File: src/rtl/adder_arbiter_pkg.sv
// adder_arbiter shared types: FSM state encoding and datapath width.
// Imported by the arbiter top; no logic lives here.
package adder_arbiter_pkg;

  localparam int DATA_W = 32;

  typedef enum logic [1:0] {
    ST_IDLE = 2'd0,
    ST_EXEC = 2'd1,
    ST_RESP = 2'd2
  } state_e;

endpackage

File: src/rtl/adder_arbiter_rr_picker.sv
// rr_picker: round-robin search over req_valid starting at rr_ptr.
// Outputs one-hot grant, its index and whether anyone is valid.
module rr_picker #(
  parameter int NUM_REQ = 2,
  parameter int ID_W    = 1
) (
  input  logic [NUM_REQ-1:0] req_valid,
  input  logic [ID_W-1:0]    rr_ptr,
  output logic [NUM_REQ-1:0] grant,
  output logic [ID_W-1:0]    grant_idx,
  output logic               any_valid
);

  always_comb begin
    logic [ID_W:0] j;
    grant     = '0;
    grant_idx = '0;
    any_valid = 1'b0;
    j         = '0;
    for (int k = 0; k < NUM_REQ; k++) begin
      j = {1'b0, rr_ptr} + (ID_W+1)'(k);
      if (j >= (ID_W+1)'(NUM_REQ))
        j = j - (ID_W+1)'(NUM_REQ);
      if (!any_valid && req_valid[j[ID_W-1:0]]) begin
        any_valid               = 1'b1;
        grant[j[ID_W-1:0]]      = 1'b1;
        grant_idx               = j[ID_W-1:0];
      end
    end
  end

endmodule

File: src/rtl/an_adder.sv
// anAdder: the shared ripple-carry adder (sum = a + b + cin).
// Purely combinational; carry ripples bit by bit.
module anAdder #(
  parameter int W = 32
) (
  input  logic [W-1:0] a,
  input  logic [W-1:0] b,
  input  logic         cin,
  output logic [W-1:0] sum,
  output logic         cout
);

  always_comb begin
    logic cy;
    cy  = cin;
    sum = '0;
    for (int i = 0; i < W; i++) begin
      sum[i] = a[i] ^ b[i] ^ cy;
      cy     = (a[i] & b[i]) | (cy & (a[i] ^ b[i]));
    end
    cout = cy;
  end

endmodule

File: src/rtl/adder_arbiter.sv
// adder_arbiter: round-robin sharing of one 32-bit adder among NUM_REQ.
// Define ADDER_ARB_OVF_EN to add the registered signed-overflow output.
module adder_arbiter
  import adder_arbiter_pkg::*;
#(
  parameter int NUM_REQ = 2,
  parameter int ID_W    = 1
) (
  input  logic                    clk,
  input  logic                    reset,
  input  logic [NUM_REQ-1:0]      req_valid,
  output logic [NUM_REQ-1:0]      req_ready,
  input  logic [NUM_REQ*32-1:0]   req_a,
  input  logic [NUM_REQ*32-1:0]   req_b,
  input  logic [NUM_REQ-1:0]      req_sub,
  output logic                    rsp_valid,
  input  logic                    rsp_ready,
  output logic [ID_W-1:0]         rsp_id,
  output logic [31:0]             rsp_sum,
  output logic                    rsp_cout
`ifdef ADDER_ARB_OVF_EN
  ,
  output logic                    rsp_ovf
`endif
);

  state_e              state_q, state_d;
  logic [ID_W-1:0]     rr_ptr_q, rr_ptr_d;
  logic [ID_W-1:0]     id_q, id_d;
  logic [DATA_W-1:0]   a_q, a_d;
  logic [DATA_W-1:0]   b_q, b_d;
  logic                sub_q, sub_d;
  logic                rsp_valid_q, rsp_valid_d;
  logic [ID_W-1:0]     rsp_id_q, rsp_id_d;
  logic [DATA_W-1:0]   rsp_sum_q, rsp_sum_d;
  logic                rsp_cout_q, rsp_cout_d;
`ifdef ADDER_ARB_OVF_EN
  logic                rsp_ovf_q, rsp_ovf_d;
`endif

  logic [NUM_REQ-1:0]  grant;
  logic [ID_W-1:0]     grant_idx;
  logic                any_valid;
  logic [DATA_W-1:0]   b_eff;
  logic [DATA_W-1:0]   add_sum;
  logic                add_cout;

  rr_picker #(
    .NUM_REQ (NUM_REQ),
    .ID_W    (ID_W)
  ) u_pick (
    .req_valid (req_valid),
    .rr_ptr    (rr_ptr_q),
    .grant     (grant),
    .grant_idx (grant_idx),
    .any_valid (any_valid)
  );

  // Subtract is a + ~b + 1 through the same adder.
  assign b_eff = sub_q ? ~b_q : b_q;

  anAdder #(
    .W (DATA_W)
  ) u_add (
    .a    (a_q),
    .b    (b_eff),
    .cin  (sub_q),
    .sum  (add_sum),
    .cout (add_cout)
  );

  assign req_ready = (state_q == ST_IDLE) ? grant : '0;

  always_comb begin
    state_d     = state_q;
    rr_ptr_d    = rr_ptr_q;
    id_d        = id_q;
    a_d         = a_q;
    b_d         = b_q;
    sub_d       = sub_q;
    rsp_valid_d = rsp_valid_q;
    rsp_id_d    = rsp_id_q;
    rsp_sum_d   = rsp_sum_q;
    rsp_cout_d  = rsp_cout_q;
`ifdef ADDER_ARB_OVF_EN
    rsp_ovf_d   = rsp_ovf_q;
`endif
    unique case (state_q)
      ST_IDLE: begin
        if (any_valid) begin
          for (int i = 0; i < NUM_REQ; i++) begin
            if (grant[i]) begin
              a_d   = req_a[i*DATA_W +: DATA_W];
              b_d   = req_b[i*DATA_W +: DATA_W];
              sub_d = req_sub[i];
            end
          end
          id_d = grant_idx;
          if (grant_idx == ID_W'(NUM_REQ-1))
            rr_ptr_d = '0;
          else
            rr_ptr_d = grant_idx + 1'b1;
          state_d = ST_EXEC;
        end
      end
      ST_EXEC: begin
        rsp_sum_d   = add_sum;
        rsp_cout_d  = add_cout;
`ifdef ADDER_ARB_OVF_EN
        rsp_ovf_d   = (a_q[31] == b_eff[31]) &&
                      (add_sum[31] != a_q[31]);
`endif
        rsp_id_d    = id_q;
        rsp_valid_d = 1'b1;
        state_d     = ST_RESP;
      end
      ST_RESP: begin
        if (rsp_ready) begin
          rsp_valid_d = 1'b0;
          state_d     = ST_IDLE;
        end
      end
      default: state_d = ST_IDLE;
    endcase
  end

  always_ff @(posedge clk) begin
    if (reset) begin
      state_q     <= ST_IDLE;
      rr_ptr_q    <= '0;
      id_q        <= '0;
      a_q         <= '0;
      b_q         <= '0;
      sub_q       <= 1'b0;
      rsp_valid_q <= 1'b0;
      rsp_id_q    <= '0;
      rsp_sum_q   <= '0;
      rsp_cout_q  <= 1'b0;
`ifdef ADDER_ARB_OVF_EN
      rsp_ovf_q   <= 1'b0;
`endif
    end else begin
      state_q     <= state_d;
      rr_ptr_q    <= rr_ptr_d;
      id_q        <= id_d;
      a_q         <= a_d;
      b_q         <= b_d;
      sub_q       <= sub_d;
      rsp_valid_q <= rsp_valid_d;
      rsp_id_q    <= rsp_id_d;
      rsp_sum_q   <= rsp_sum_d;
      rsp_cout_q  <= rsp_cout_d;
`ifdef ADDER_ARB_OVF_EN
      rsp_ovf_q   <= rsp_ovf_d;
`endif
    end
  end

  assign rsp_valid = rsp_valid_q;
  assign rsp_id    = rsp_id_q;
  assign rsp_sum   = rsp_sum_q;
  assign rsp_cout  = rsp_cout_q;
`ifdef ADDER_ARB_OVF_EN
  assign rsp_ovf   = rsp_ovf_q;
`endif

endmodule

File: config.mk
export PLATFORM = sky130hd
export DESIGN_NAME = adder_arbiter
export DESIGN_NICKNAME = d
export VERILOG_FILES = /design/src/rtl/adder_arbiter_pkg.sv /design/src/rtl/adder_arbiter_rr_picker.sv /design/src/rtl/an_adder.sv /design/src/rtl/adder_arbiter.sv
export SDC_FILE = /design/constraint.sdc
export NUM_CORES = 1
export LEC_CHECK = 0
export BUFFER_PORTS_ARGS = -buffer_cell sky130_fd_sc_hd__buf_2
export CAP_MARGIN = 20
export CORE_MARGIN = 2
export CORE_UTILIZATION = 35
export DETAILED_ROUTE_END_ITERATION = 16
export GPL_TIMING_DRIVEN = 0
export SYNTH_ARGS = -nofsm -noshare
export SYNTH_HDL_FRONTEND = slang
export SYNTH_SLANG_ARGS = --single-unit
File: constraint.sdc
create_clock -name clk -period 13.3 [get_ports clk]
set_clock_uncertainty 0.2 [all_clocks]
set_input_delay 1.995 -clock clk [delete_from_list [all_inputs] [get_ports clk]]
set_output_delay 1.995 -clock clk [all_outputs]
set_load 0.1 [all_outputs]
==> flow_metrics.py, run 1 <==
metrics = {
    "critical_path": {
        "slowest_stage": "fa_1",
        "crit_end": "rsp_sum[31]$_SDFFE_PP0P_",
        "critical_path.max_fanout": 10,
        "cpMostUsedCell": "fa_1",
        "r2r_end": "rsp_sum[31]$_SDFFE_PP0P_",
        "slowest_delay_ns": 0.42,
        "path_buf_inv": 4,
        "reg2reg_from": "sub_q$_SDFFE_PP0P_",
        "cp.depth": 38,
        "crit_start": "sub_q$_SDFFE_PP0P_",
        "crit_path_end_kind": "register",
        "reg2reg_setup_slack_ns": 0.40,
        "critPathRequiredTime_ns": 13.31,
        "cp_top_family": "adder cells",
        "cp.arrival_ns": 12.91,
        "path_class": "reg -> reg",
        "r2r.worst_path.cells": 38,
        "startpoint_type": "register",
    },
    "finish": {
        "final_nets": 971,
        "n_fill_cell": 1680,
        "synthToLayoutAreaGrowth_pct": 25.5,
        "diodes": 0,
        "drive_above_1_share_pct": 35.8,
    },
    "floorplan": {
        "pin_count": 172,
        "die_w_um": 133,
        "die_y_um": 133,
        "core_um2": 16400,
        "dieArea_um2": 17700,
        "start_util_pct": 35.4,
        "rows": 47,
    },
    "routing": {
        "vias": 5380,
        "dr.first_iter.drc_count": 332,
        "drt.antenna.violating_nets": 0,
        "viasPerCell": 5.23,
        "wl_per_cell_um": 18.0,
        "top_layer_used": "met4",
        "routed_wl_um": 18600,
        "wl_met3_um": 1090,
        "dr.pass1.iters": 5,
        "drcViolationCount": 0,
        "wl_met2_um": 8640,
        "drt-met1-wl_um": 8460,
    },
    "global_route": {
        "antenna_found_initial": 0,
        "grt_use_total_pct": 21.4,
        "grt_pass1_vias": 5386,
        "grt_overflow": 0,
        "grt_pass1_wl_um": 29100,
        "grt_max_degree": 16,
    },
    "logic_synthesis": {
        "ys_warn_count": 0,
        "synth.distinct_cells": 28,
        "yosysSeqAreaShare_pct": 35.8,
        "syn-cell-area_um2": 5810,
        "syn_inst": 626,
        "ys_seq_elements": 104,
        "syn_nets": 792,
        "synth_area_per_cell_um2": 9.29,
    },
    "clocking": {
        "clk_path_buf_depth": 2,
        "insertion_delay_ns": 0.36,
        "cts_root_buf": "clkbuf_16",
        "cts.sinks": 104,
        "post-cts-setup-buffers": 0,
        "clk_pin_slew_ns": 0.07,
        "htree_levels": 3,
        "cts_tree": "built",
        "cts-buffers-inserted": 9,
    },
    "place": {
        "pre_cts_ws_ns": -0.683,
        "port_buffers": 169,
        "dp_hpwl_um": 14100,
        "place_congestion": 0.832,
    },
    "sta": {
        "rsz0062_at_grt": "false",
        "finalSetupViolCount": 0,
        "slew_headroom_pct": 45.4,
        "period_share_pct": 97.0,
        "finalMaxSlewViolations": 0,
        "max_slew.worst_pin.slew_ns": 0.819,
        "fin_crit_ns": 12.90,
        "tns_ns": 0,
        "setup_ws_ns": 0.401,
        "max_freq_mhz": 77.5,
        "finalHoldViolations": 0,
    },
    "pwr": {
        "peakVddDrop_mv": 0.0696,
        "cellLeakagePower_nw": 2.79,
        "powerDensity_nw_per_um2": 144,
    },
    "run_status": {
        "outcome": "finished clean",
    },
    "run": {
        "cap_violations": 0,
    },
    "worst_hold_path": {
        "holdPathStages": 2,
        "hold_class": "reg -> reg",
    },
}
[metal layers]
| metal | GRT usage [%] | vias to the layer above |
|---|---|---|
| li1 | - | 2620 |
| met1 | 29.6 | 2539 |
| met2 | 34.5 | 198 |
| met3 | 3.18 | 23 |
| met4 | 7.17 | 0 |
| met5 | 0 | - |
[where the power goes]
group	internal [mW]	switching (mW)	total (mW)	leakage (nW)
Sequential	0.351	0.0253	0.376	0.862
Combinational	0.130	0.265	0.394	1.78
Clock	0.161	0.117	0.277	0.148
[synth_stat cells]
cell type,instances,area (um^2)
mux2i_1,5,50.1
nor2_1,38,143
buf_1,2,7.51
xor2_1,2,17.5
buf_2,32,160
clkbuf_1,19,71.3
nor2b_1,1,6.26
nand2b_1,1,6.26
nor2_2,2,12.5
fa_1,31,621
dfxtp_1,104,2080
buf_4,13,97.6
a311oi_1,27,236
o21ai_0,18,90.1
a211oi_1,31,233
inv_1,34,128
nand2_1,1,3.75
nor3_1,3,15.0
inv_2,1,3.75
or2_1,2,12.5
nand3_1,66,330
xnor2_1,30,263
and2b_1,1,7.51
a311oi_2,38,571
o21ai_1,49,245
clkbuf_2,3,15.0
buf_6,4,45.0
a21oi_1,68,340
[cell usage in the layout, fill, tap and decap left out, types with 3 or more instances in the layout]
cell type  instances
a211oi_1          31
buf_4             13
fa_1              18
clkbuf_8           3
a311oi_1          27
inv_1             34
a21oi_1           68
o21ai_1           49
nor2_1            38
clkbuf_16          9
nor3_1             3
a311oi_2          38
fa_2              13
o21ai_0           18
buf_6              5
mux2i_1            5
buf_2            199
dfxtp_1          103
clkbuf_1          19
nand3_1           66
xnor2_1           30
clkbuf_2           3
[through the flow]
stage	hold slack (ns)	power, mW	cells	area, um^2	utilization (%)
after detailed placement	0.280	0.774	1015	6930	42.3
after floorplan	0.265	0.676	626	5810	-
after CTS	0.297	1.05	1029	7280	44.3
after global routing	0.326	1.11	1029	7300	44.5
final	0.298	1.05	1029	7300	44.5
after global placement	0.273	0.770	1015	6930	42.3
[worst min-delay path, delay by kind of cell, from the launching register on]
family           cells  cell delay, ns
flip-flops           1            0.31
AND/OR/NAND/NOR      1            0.09
AO/OA/AOI/OAI        1            0.05
[timing repair]
| item | 4_1_cts | 5_1_grt |
|---|---|---|
| pin swaps | 0 | 0 |
| gates resized for setup | 13 | 8 |
| hold buffers | 0 | 0 |
| endpoints found under the setup margin | 3 | 2 |
| cloned | 0 | 0 |
[cell type report]
cell class                 instances  area (um^2)  area share [%]
sequential                       104         2090            28.6
buffer                            72          414            5.68
tap                              220          275            3.77
timing repair buffer             169          846            11.6
clock buffer                      13          270            3.70
inverter                          35          131            1.80
multi-input combinational        414         3240            44.3
clock inverter                     2         37.5           0.514
[state kept, by name, summed over array words and instances (netlist names)]
signal and cells:
b_q 32, rsp_sum 32, a_q 32, rsp_cout 1, rsp_id 1, state_q 2, rsp_valid 1, sub_q 1
rr_ptr_q 1, id_q 1
[logic make-up (layout without fill, tap and decap cells)]
group	Yosys count	count (layout)	synth area share [%]
xor gates and xnor gates	32	32	4.82
buffers and inverters	108	291	9.08
and+or+nand+nor	115	115	9.23
DFF	104	104	35.8
muxes	5	5	0.861
AOI/OAI and AO/OA	231	231	29.5
adders and majority gates	31	31	10.7
[worst min-delay path by stage]
stage	start	end	slack, ns
after floorplan	id_q$_SDFFE_PP0P_	rsp_id$_SDFFE_PP0P_	0.26
after global placement	rsp_sum[16]$_SDFFE_PP0P_	rsp_sum[16]$_SDFFE_PP0P_	0.27
after detailed placement	rsp_id$_SDFFE_PP0P_	rsp_id$_SDFFE_PP0P_	0.28
after CTS	rsp_id$_SDFFE_PP0P_	rsp_id$_SDFFE_PP0P_	0.30
after global routing	rsp_sum[26]$_SDFFE_PP0P_	rsp_sum[26]$_SDFFE_PP0P_	0.33
final	rsp_sum[24]$_SDFFE_PP0P_	rsp_sum[24]$_SDFFE_PP0P_	0.30
(Power assumes the default switching activity.)
==> inputs of run 2 (changes only) <==
--- a/config.mk
+++ b/config.mk
@@ -11,6 +11,7 @@
 export CORE_UTILIZATION = 35
 export DETAILED_ROUTE_END_ITERATION = 16
 export GPL_TIMING_DRIVEN = 0
+export MAX_ROUTING_LAYER = met4
 export SYNTH_ARGS = -nofsm -noshare
 export SYNTH_HDL_FRONTEND = slang
 export SYNTH_SLANG_ARGS = --single-unit
==> flow_metrics.py, run 2 (synthesis gave the netlist of run 1 again) <==
metrics = {
    "floorplan": {
        "pin_count": 172,
        "dieArea_um2": 17700,
        "die_w_um": 133,
        "rows": 47,
        "die_y_um": 133,
        "start_util_pct": 35.4,
        "core_um2": 16400,
    },
    "critical_path": {
        "cp.arrival_ns": 12.91,
        "cpMostUsedCell": "fa_1",
        "startpoint_type": "register",
        "critical_path.max_fanout": 10,
        "slowest_delay_ns": 0.42,
        "critPathRequiredTime_ns": 13.32,
        "crit_path_end_kind": "register",
        "path_class": "reg -> reg",
        "slowest_stage": "fa_1",
    },
    "routing": {
        "wl_per_cell_um": 18.1,
        "dr.first_iter.drc_count": 329,
        "viasPerCell": 5.23,
        "routed_wl_um": 18600,
        "drt.antenna.violating_nets": 0,
        "drcViolationCount": 0,
        "vias": 5384,
        "dr.pass1.iters": 7,
    },
    "sta": {
        "finalMaxSlewViolations": 0,
        "slew_headroom_pct": 44.6,
        "max_freq_mhz": 77.6,
        "fin_crit_ns": 12.89,
        "finalHoldViolations": 0,
        "max_slew.worst_pin.slew_ns": 0.830,
        "setup_ws_ns": 0.406,
        "rsz0062_at_grt": "false",
        "period_share_pct": 96.9,
        "finalSetupViolCount": 0,
    },
    "finish": {
        "final_nets": 971,
        "fin_cells": 1029,
        "drive_above_1_share_pct": 35.8,
        "final_cell_mix": "buf_2 (199), dfxtp_1 (103), a21oi_1 (68)",
        "final_common_cell": "buf_2",
        "stdcell_area_um2": 7300,
        "post-route-util_pct": 44.5,
        "diodes": 0,
        "synthToLayoutAreaGrowth_pct": 25.5,
    },
    "global_route": {
        "grt_overflow": 0,
        "grt_max_degree": 16,
        "grt_pass1_vias": 5399,
        "grt_use_total_pct": 22.1,
        "antenna_found_initial": 0,
        "grt_pass1_wl_um": 29100,
    },
    "worst_hold_path": {
        "hold_class": "reg -> reg",
    },
    "clocking": {
        "clk_path_buf_depth": 2,
        "cts.sinks": 104,
        "htree_levels": 3,
        "cts_root_buf": "clkbuf_16",
        "clk_pin_slew_ns": 0.07,
        "ctsHoldBuffers": 0,
        "cts_tree": "built",
        "cts-buffers-inserted": 9,
        "insertion_delay_ns": 0.36,
    },
    "pwr": {
        "powerDensity_nw_per_um2": 144,
        "cellLeakagePower_nw": 2.79,
        "peakVddDrop_mv": 0.0695,
        "p_total_mw": 1.05,
    },
    "run_status": {
        "outcome": "finished clean",
    },
    "place": {
        "place_congestion": 0.849,
        "dp_hpwl_um": 14100,
        "port_buffers": 169,
        "pre_cts_ws_ns": -0.683,
        "post-place-cells": 1015,
        "placed_area_um2": 6930,
    },
    "run": {
        "cap_violations": 0,
    },
}
[run 2: worst max-delay path, delay by kind of cell (launching register included)]
family | cells | cell delay [ns]
xor gates and xnor gates | 1 | 0.15
adders and majority gates | 31 | 11.49
buffers and inverters | 4 | 0.37
DFF | 1 | 0.37
muxes | 1 | 0.14
and+or+nand+nor | 1 | 0.05
[run 2: final cells by class]
class,count,area [um^2]
Fill cell,1680,9110
Sequential cell,104,2090
Inverter,35,131
Clock buffer,13,270
Multi-Input combinational cell,414,3240
Clock inverter,2,37.5
Timing Repair Buffer,169,846
Buffer,72,414
Tap cell,220,275
[run 2: timing repair]
action                     in CTS  in global routing
pin swaps                       0                  0
hold endpoints to repair        0                  0
buffers inserted                0                  0
resized for setup              13                  8
setup endpoints to repair       3                  2
[run 2: worst paths after layout]
kind                                 start                        to  slack, ns  depth (start not counted)
hold / removal    rsp_sum[24]$_SDFFE_PP0P_  rsp_sum[24]$_SDFFE_PP0P_       0.30                          2
setup reg to reg        sub_q$_SDFFE_PP0P_  rsp_sum[31]$_SDFFE_PP0P_       0.41                         38
setup / recovery        sub_q$_SDFFE_PP0P_  rsp_sum[31]$_SDFFE_PP0P_       0.41                         38
hold reg to reg   rsp_sum[24]$_SDFFE_PP0P_  rsp_sum[24]$_SDFFE_PP0P_       0.30                          2
[run 2: metrics by stage]
step,hold slack (ns),TNS [ns]
2_1_floorplan,0.265,0
3_3_place_gp,0.273,-0.841
3_5_place_dp,0.280,-1.25
4_1_cts,0.297,0
5_1_grt,0.326,0
6_report,0.299,0
[run 2: report_power, final]
part,total [mW],leakage (nW),switching [mW],internal [mW]
clock,0.278,0.148,0.117,0.161
combinational,0.395,1.78,0.265,0.130
sequential,0.376,0.862,0.0253,0.351
total,1.05,2.79,0.408,0.641
[run 2: per-layer routing]
metal / vias to the layer above / GRT usage (%) / part of all wire, %
met5: - / - / 0
met4: 0 / 7.17 / 2.0
met3: 21 / 2.95 / 5.2
met2: 190 / 34.4 / 46
met1: 2552 / 29.8 / 47
li1: 2621 / - / -
